--- src/rtl/seq_signed_divider.sv ---
// Iterative signed divider: restoring shift-subtract on operand magnitudes,
// followed by a sign fix-up cycle. One quotient bit per clock.
module seq_signed_divider #(
    parameter int WIDTH = 32
) (
    input  logic             clk,
    input  logic             rst,
    input  logic             start,
    input  logic [WIDTH-1:0] A,
    input  logic [WIDTH-1:0] B,
    output logic [WIDTH-1:0] quotient,
    output logic [WIDTH-1:0] remainder,
    output logic             busy,
    output logic             done,
    output logic             div_by_zero,
    output logic             overflow
);

    localparam int CW = (WIDTH > 2) ? $clog2(WIDTH) : 1;
    localparam logic [CW-1:0]    LAST_CNT = CW'(WIDTH - 1);
    localparam logic [CW-1:0]    CNT_ONE  = CW'(1);
    localparam logic [WIDTH-1:0] ZERO_VAL = {WIDTH{1'b0}};
    localparam logic [WIDTH-1:0] ONES_VAL = {WIDTH{1'b1}};
    localparam logic [WIDTH-1:0] ONE_VAL  = {{(WIDTH-1){1'b0}}, 1'b1};
    localparam logic [WIDTH-1:0] MIN_VAL  = {1'b1, {(WIDTH-1){1'b0}}};

    typedef enum logic [1:0] {
        IDLE   = 2'd0,
        DIVIDE = 2'd1,
        FIX    = 2'd2
    } state_t;

    function automatic logic [WIDTH-1:0] neg_f(input logic [WIDTH-1:0] v);
        neg_f = ~v + ONE_VAL;
    endfunction

    // |MIN| = 2^(WIDTH-1) is representable as an unsigned WIDTH-bit value.
    function automatic logic [WIDTH-1:0] abs_f(input logic [WIDTH-1:0] v);
        abs_f = v[WIDTH-1] ? neg_f(v) : v;
    endfunction

    state_t           state_r;
    state_t           state_nxt_s;
    logic [CW-1:0]    cnt_r;
    logic [WIDTH-1:0] rem_r;
    logic [WIDTH-1:0] dvd_r;
    logic [WIDTH-1:0] dvs_r;
    logic             sign_q_r;
    logic             sign_rm_r;
    logic             zero_r;
    logic             ovf_r;
    logic             load_s;
    logic             step_s;
    logic             fix_s;
    logic [WIDTH:0]   rem_sh_s;
    logic [WIDTH:0]   trial_s;

    // The shifted partial remainder needs one extra bit so the trial sign is visible.
    assign rem_sh_s = {rem_r, dvd_r[WIDTH-1]};
    assign trial_s  = rem_sh_s - {1'b0, dvs_r};

    // State register.
    always_ff @(posedge clk or posedge rst) begin
        if (rst) begin
            state_r <= IDLE;
        end else begin
            state_r <= state_nxt_s;
        end
    end

    // Next-state decode.
    always_comb begin
        state_nxt_s = state_r;
        case (state_r)
            IDLE: begin
                if (start) begin
                    state_nxt_s = (B == ZERO_VAL) ? FIX : DIVIDE;
                end else begin
                    state_nxt_s = IDLE;
                end
            end
            DIVIDE: begin
                if (cnt_r == LAST_CNT) begin
                    state_nxt_s = FIX;
                end else begin
                    state_nxt_s = DIVIDE;
                end
            end
            FIX:     state_nxt_s = IDLE;
            default: state_nxt_s = IDLE;
        endcase
    end

    // Datapath strobes decoded from the current state.
    always_comb begin
        load_s = 1'b0;
        step_s = 1'b0;
        fix_s  = 1'b0;
        case (state_r)
            IDLE:    load_s = start;
            DIVIDE:  step_s = 1'b1;
            FIX:     fix_s  = 1'b1;
            default: begin
                load_s = 1'b0;
                step_s = 1'b0;
                fix_s  = 1'b0;
            end
        endcase
    end

    // Operand capture, shift-subtract iteration and registered result fix-up.
    always_ff @(posedge clk or posedge rst) begin
        if (rst) begin
            cnt_r       <= {CW{1'b0}};
            rem_r       <= ZERO_VAL;
            dvd_r       <= ZERO_VAL;
            dvs_r       <= ZERO_VAL;
            sign_q_r    <= 1'b0;
            sign_rm_r   <= 1'b0;
            zero_r      <= 1'b0;
            ovf_r       <= 1'b0;
            quotient    <= ZERO_VAL;
            remainder   <= ZERO_VAL;
            busy        <= 1'b0;
            done        <= 1'b0;
            div_by_zero <= 1'b0;
            overflow    <= 1'b0;
        end else begin
            done <= fix_s;
            if (load_s) begin
                dvd_r       <= abs_f(A);
                dvs_r       <= abs_f(B);
                sign_q_r    <= A[WIDTH-1] ^ B[WIDTH-1];
                sign_rm_r   <= A[WIDTH-1];
                rem_r       <= ZERO_VAL;
                cnt_r       <= {CW{1'b0}};
                zero_r      <= (B == ZERO_VAL);
                ovf_r       <= (A == MIN_VAL) && (B == ONES_VAL);
                busy        <= 1'b1;
                div_by_zero <= 1'b0;
                overflow    <= 1'b0;
            end else if (step_s) begin
                if (!trial_s[WIDTH]) begin
                    rem_r <= trial_s[WIDTH-1:0];
                    dvd_r <= {dvd_r[WIDTH-2:0], 1'b1};
                end else begin
                    rem_r <= rem_sh_s[WIDTH-1:0];
                    dvd_r <= {dvd_r[WIDTH-2:0], 1'b0};
                end
                cnt_r <= cnt_r + CNT_ONE;
            end else if (fix_s) begin
                // On divide-by-zero dvd_r still holds |A|, so remainder restores A.
                if (zero_r) begin
                    quotient  <= ONES_VAL;
                    remainder <= sign_rm_r ? neg_f(dvd_r) : dvd_r;
                end else begin
                    quotient  <= sign_q_r ? neg_f(dvd_r) : dvd_r;
                    remainder <= sign_rm_r ? neg_f(rem_r) : rem_r;
                end
                div_by_zero <= zero_r;
                overflow    <= ovf_r;
                busy        <= 1'b0;
            end else begin
                busy <= busy;
            end
        end
    end

endmodule
--- config.mk ---
export PLATFORM = sky130hd
export DESIGN_NAME = seq_signed_divider
export DESIGN_NICKNAME = d
export VERILOG_FILES = /design/src/rtl/seq_signed_divider.sv
export SDC_FILE = /design/constraint.sdc
export NUM_CORES = 1
export LEC_CHECK = 0
export CAP_MARGIN = 40
export CORE_ASPECT_RATIO = 0.75
export CORE_MARGIN = 2
export CORE_UTILIZATION = 55
export CTS_BUF_LIST = sky130_fd_sc_hd__clkbuf_8
export DETAILED_ROUTE_END_ITERATION = 10
export PLACE_DENSITY_LB_ADDON = 0.3
export SLEW_MARGIN = 20
export SYNTH_ARGS = -nofsm -noshare
export SYNTH_HDL_FRONTEND = slang
export SYNTH_SLANG_ARGS = --single-unit
--- constraint.sdc ---
create_clock -name clk -period 19 [get_ports clk]
set_clock_uncertainty 0.15 [all_clocks]
set_input_delay 3.8 -clock clk [delete_from_list [all_inputs] [get_ports clk]]
set_output_delay 3.8 -clock clk [all_outputs]
set_load 0.05 [all_outputs]
# == Word-level counts from Yosys, hierarchy flattened ==
# Index checks and enable logic that the tools add are counted.
# word_totals
ff_bits,175
latchBits,0
ramBits,0
romBits,0
inputBits,67
output_inout_bits,68
word_cells,72
memories,0
# classes
add_sub_neg,6
mul,0
div_mod_pow,0
order_cmp,0
eq_ne,6
shift,0
mux,31
bitwise_logic,7
n_reduce_logical,7
# op_table
operator,n
32-bit 2-to-1 mux,12
32-bit by 1-bit adder with 32-bit output (second input constant),4
32-bit NOT,4
32-bit == test (second input constant),2
33-bit by 32-bit subtractor with 33-bit output,1
32-bit zero test,1
1-bit 2-to-1 mux,13
5-bit 2-to-1 mux,2
2-bit 2-to-1 mux,3
5-bit by 1-bit adder with 5-bit output (second input constant),1
5-bit == test (second input constant),1
2-bit case mux with 2 select lines,1
2-bit nonzero test,2
3-bit AND reduction,1
2-bit by 1-bit == test with 1-bit output (second input constant),1
2-bit == test (second input constant),1
2-bit zero test,1
2-bit inequality test (second input constant),1
1-bit NOT,2
2-bit AND reduction,1
1-bit logical AND,1
1-bit XOR,1

# == Depth between registers and ports, before layout ==
# logic_depth
ltp_word,5
ltp_mapped,14
depth_no_buf,12

# == Least setup slack after synthesis ==
# OpenSTA, ideal clock, no wires.
# synth_timing
kind,input-to-reg
from,in A[1]
to,reg dvd_r[27]
arrival_ns,6.184
required_ns,18.717
path_slack_ns,12.533
path_stages,8
cell_sequence,or3_1 or3b_2 or2_1 or4_4 nand2b_1 o41ai_1 xor2_1 o21ai_0
# synth_via
elab_chain_cells,4
# synth_lines
element,line,source
"start, declared",9,"input logic [WIDTH-1:0] A,"
32-bit NOT,34,neg_f = ~v + ONE_VAL;
32-bit by 1-bit adder with 32-bit output,34,
32-bit 2-to-1 mux,39,abs_f = v[WIDTH-1] ? neg_f(v) : v;
32-bit 2-to-1 mux,130,if (load_s) begin
"end signal, assigned",131,dvd_r <= abs_f(A);
"end signal, assigned",145,"dvd_r <= {dvd_r[WIDTH-2:0], 1'b1};"
"end signal, assigned",148,"dvd_r <= {dvd_r[WIDTH-2:0], 1'b0};"
"end, declared",46,logic [WIDTH-1:0] dvd_r;
# No other way between the ends.
# A chain may end at the register's enable or synchronous reset.

# == Final worst setup path ==
# Ends and elaborated chain as after synthesis.

==> results.sh <==
export IMPL_drt_iter0_drc=989
export IMPL_async_reset_ff_share_pct=100
export IMPL_max_freq_ghz=0.149
export IMPL_rsz0062_at_grt="no"
export IMPL_critical_path_required_ns=19.21
export IMPL_antenna_found_initial=0
export IMPL_cts_sinks=175
export IMPL_cts_root_buf="clkbuf_8"
export IMPL_synth_distinct_cells=71
export IMPL_path_buf_inv=1
export IMPL_avgSynthCellArea_um2=8.45
export IMPL_insertion_delay_ns=0.47
export IMPL_slew_headroom_pct=44.2
export IMPL_hold_viol=0
export IMPL_fp_dieH_um=132
export IMPL_cpPeakStageDelay_ns=0.53
export IMPL_hold_buffers=0
export IMPL_yosys_most_used_dff="dfrtp_1"
export IMPL_dieWidth_um=174
export IMPL_syn_area_um2=12000
export IMPL_dr_pass1_iters=5
export IMPL_postCtsSetupBuffers=0
export IMPL_cts_htree_levels=4
export IMPL_cp_slowest_cell="or4_4"
export IMPL_synth_seq_area_share_pct=36.6
export IMPL_cts_buffers=17
export IMPL_syn_num_nets=1525
export IMPL_grt_pass1_wl_um=53200
export IMPL_antennaDiodeCount=0
export IMPL_layout_cells_non_filler=1801
export IMPL_overflow=0
export IMPL_track_usage_pct=28.6
export IMPL_fin_crit_sh_pct=35.4
export IMPL_synth_compound_area_share_pct=19.9
export IMPL_yosys_top_cells_area="dfrtp_1 37%, xor2_1 8.0%, o21ai_0 7.8%"
export IMPL_crit_path_max_fanout=4
export IMPL_drive_above_1_share_pct=5.02
export IMPL_cts_tree="yes"
export IMPL_dp_cells=1769
export IMPL_clk_pin_slew_ns=0.11
export IMPL_crit_family="simple AND/OR/NAND/NOR gates"
export IMPL_status="finished, final reports clean"
export IMPL_vdd_drop_max_mv=0.0945
export IMPL_startpoint_type="input pin"
export IMPL_die_area_um2=23000
export IMPL_via_per_inst=6.02
export IMPL_synth_largest_area_cell="dfrtp_1"
export IMPL_synthAdderAreaFrac_pct=4.24
export IMPL_critPathKind="in -> reg"
export IMPL_synth_ff_latch_count=175
export IMPL_nets=1608
export IMPL_synth_area_mux_share_pct=3.37
export IMPL_finalCriticalPeriod_ns=6.73
export IMPL_finalInstanceArea_um2=13900
export IMPL_core_um2=21200
export IMPL_syn2layout_area_growth_pct=16.2
export IMPL_ios=135
export IMPL_min_path_type="reg -> reg"
export IMPL_path_cells="clkdlybuf4s50_1 -> or3_1 -> or3b_2 -> or2_1 -> or4_4 -> nand2b_1 -> o41ai_1 -> xor2_1 -> o21ai_0"
export IMPL_wl_um=32600
export IMPL_grt_max_degree=92
export IMPL_slew_viol_final=0
export IMPL_final_common_cell="nand2_1"
export IMPL_grt_pass1_vias=10200
export IMPL_placed_area_um2=13500
export IMPL_synth_xor_area_share_pct=12.3
export IMPL_portBuffers=134
export IMPL_worst_slew_pin_slew_ns=0.836
export IMPL_initial_utilization_pct=56.4
export IMPL_fin_tns_setup_ns=0
export IMPL_dr_total_vias=10800
export IMPL_synthCells=1418
export IMPL_ant_nets=0
export IMPL_drc=0
export IMPL_p_leak_nw=5.92
export IMPL_yosysTopAreaCellShare_pct=36.6
export IMPL_rows=46
export IMPL_p_per_area_nw_per_um2=177
export IMPL_dp_hpwl_um=24100
export IMPL_post_drt_wl_per_cell_um=18.1
export IMPL_place_gp_congestion=0.891
export IMPL_max_cap_viol_count=0
export IMPL_final_cell_mix="193 x nand2_1, 186 x o21ai_0, 174 x dfrtp_1"
export IMPL_yosys_area_share_simple_pct=18.8
export IMPL_worstPathArrival_ns=6.95
export IMPL_synth_edf_count=0
export IMPL_synth_top_family_by_area="compound AO/OA/AOI/OAI gates"
export IMPL_yosysWarnings=0
export IMPL_ctsResizeCount=0
export IMPL_clock_path_buffers=2
export IMPL_worst_setup_path_end_kind="flop"
export IMPL_setup_viol=0
## stage by stage
step | hold WS [ns] | total power, mW | setup slack (ns) | utilization [%]
after floorplan | 0.300 | 1.82 | 10.30 | -
after detailed placement | 0.316 | 2.19 | 11.78 | 63.7
final | 0.338 | 2.47 | 12.27 | 65.6
after global placement | 0.312 | 2.13 | 11.87 | 63.0
after CTS | 0.339 | 2.45 | 12.29 | 65.4
after global routing | 0.363 | 2.67 | 12.14 | 65.6
## per-layer routing
| metal | up-vias | track usage, % | part of all wire (%) |
|---|---|---|---|
| li1 | 5195 | - | - |
| met1 | 5215 | 42.9 | 48 |
| met2 | 392 | 43.0 | 44 |
| met3 | 44 | 4.67 | 6.3 |
| met4 | 0 | 7.14 | 1.7 |
| met5 | - | 0 | 0 |
## worst register-to-register path, cell delays in order, from the launching register on
cell,delay [ns]
dfrtp_1,0.34
inv_1,0.15
ha_1,0.28
fa_1,0.39
nand2b_1,0.20
a21o_1,0.20
a211oi_1,0.33
nor3_1,0.19
o21ai_0,0.25
mux2_2,0.37
o211ai_1,0.30
buf_4,0.55
nor2_1,0.12
a221o_1,0.32
## sequential cells by signal, indices dropped and copies added (netlist names)
register     cells
sign_q_r         1
dvd_r           32
overflow         1
div_by_zero      1
rem_r           32
state_r          2
remainder       32
cnt_r            5
quotient        32
dvs_r           32
sign_rm_r        1
done             1
busy             1
zero_r           1
ovf_r            1
## final timing paths
check,cells past startpoint,startpoint,to,slack [ns]
setup / recovery,9,A[1],dvd_r[27],12.27
hold / removal,2,remainder[1],remainder[1],0.34
setup reg to reg,13,dvd_r[31],rem_r[31],14.75
hold reg to reg,2,remainder[1],remainder[1],0.34
max in group asynchronous,5,rst,cnt_r[4],13.81
min in group asynchronous,2,rst,quotient[8],3.53
## report_power, final
part	internal, mW	total, mW	switching (mW)
Clock	0.105	0.254	0.149
Sequential	0.514	0.720	0.206
Combinational	0.638	1.49	0.853
Total	1.26	2.47	1.21
## cell usage after synthesis, drive strengths merged (6+ instances only)
cell type	instances
nor3	21
o31ai	28
or4	20
a22oi	29
clkbuf	68
xor2	110
nand2	193
and3	14
a21oi	80
nand4	10
xnor2	58
dfrtp	175
or2	6
nor4	14
buf	20
or3	33
nor2	71
ha	39
nand2b	20
o21ai	187
o41ai	14
nor2b	8
mux2i	37
a211oi	8
nand3	41
inv	44
a21o	11
## final cells by class
cell class                      count  area (um2)
Multi-Input combinational cell   1109        7040
Clock buffer                       17         234
Clock inverter                     14         133
Fill cell                        1815        7310
Tap cell                          288         360
Sequential cell                   175        4380
Timing Repair Buffer              153        1600
Inverter                           45         174
## logic make-up after synthesis
group	after synthesis
buffers and inverters	134
multiplexers	39
AO/OA/AOI/OAI	398
flip-flops	175
XOR/XNOR	168
adder cells (fa/ha/maj)	40
AND/OR/NAND/NOR	464
Note: power is estimated with default switching activity, not from simulation.
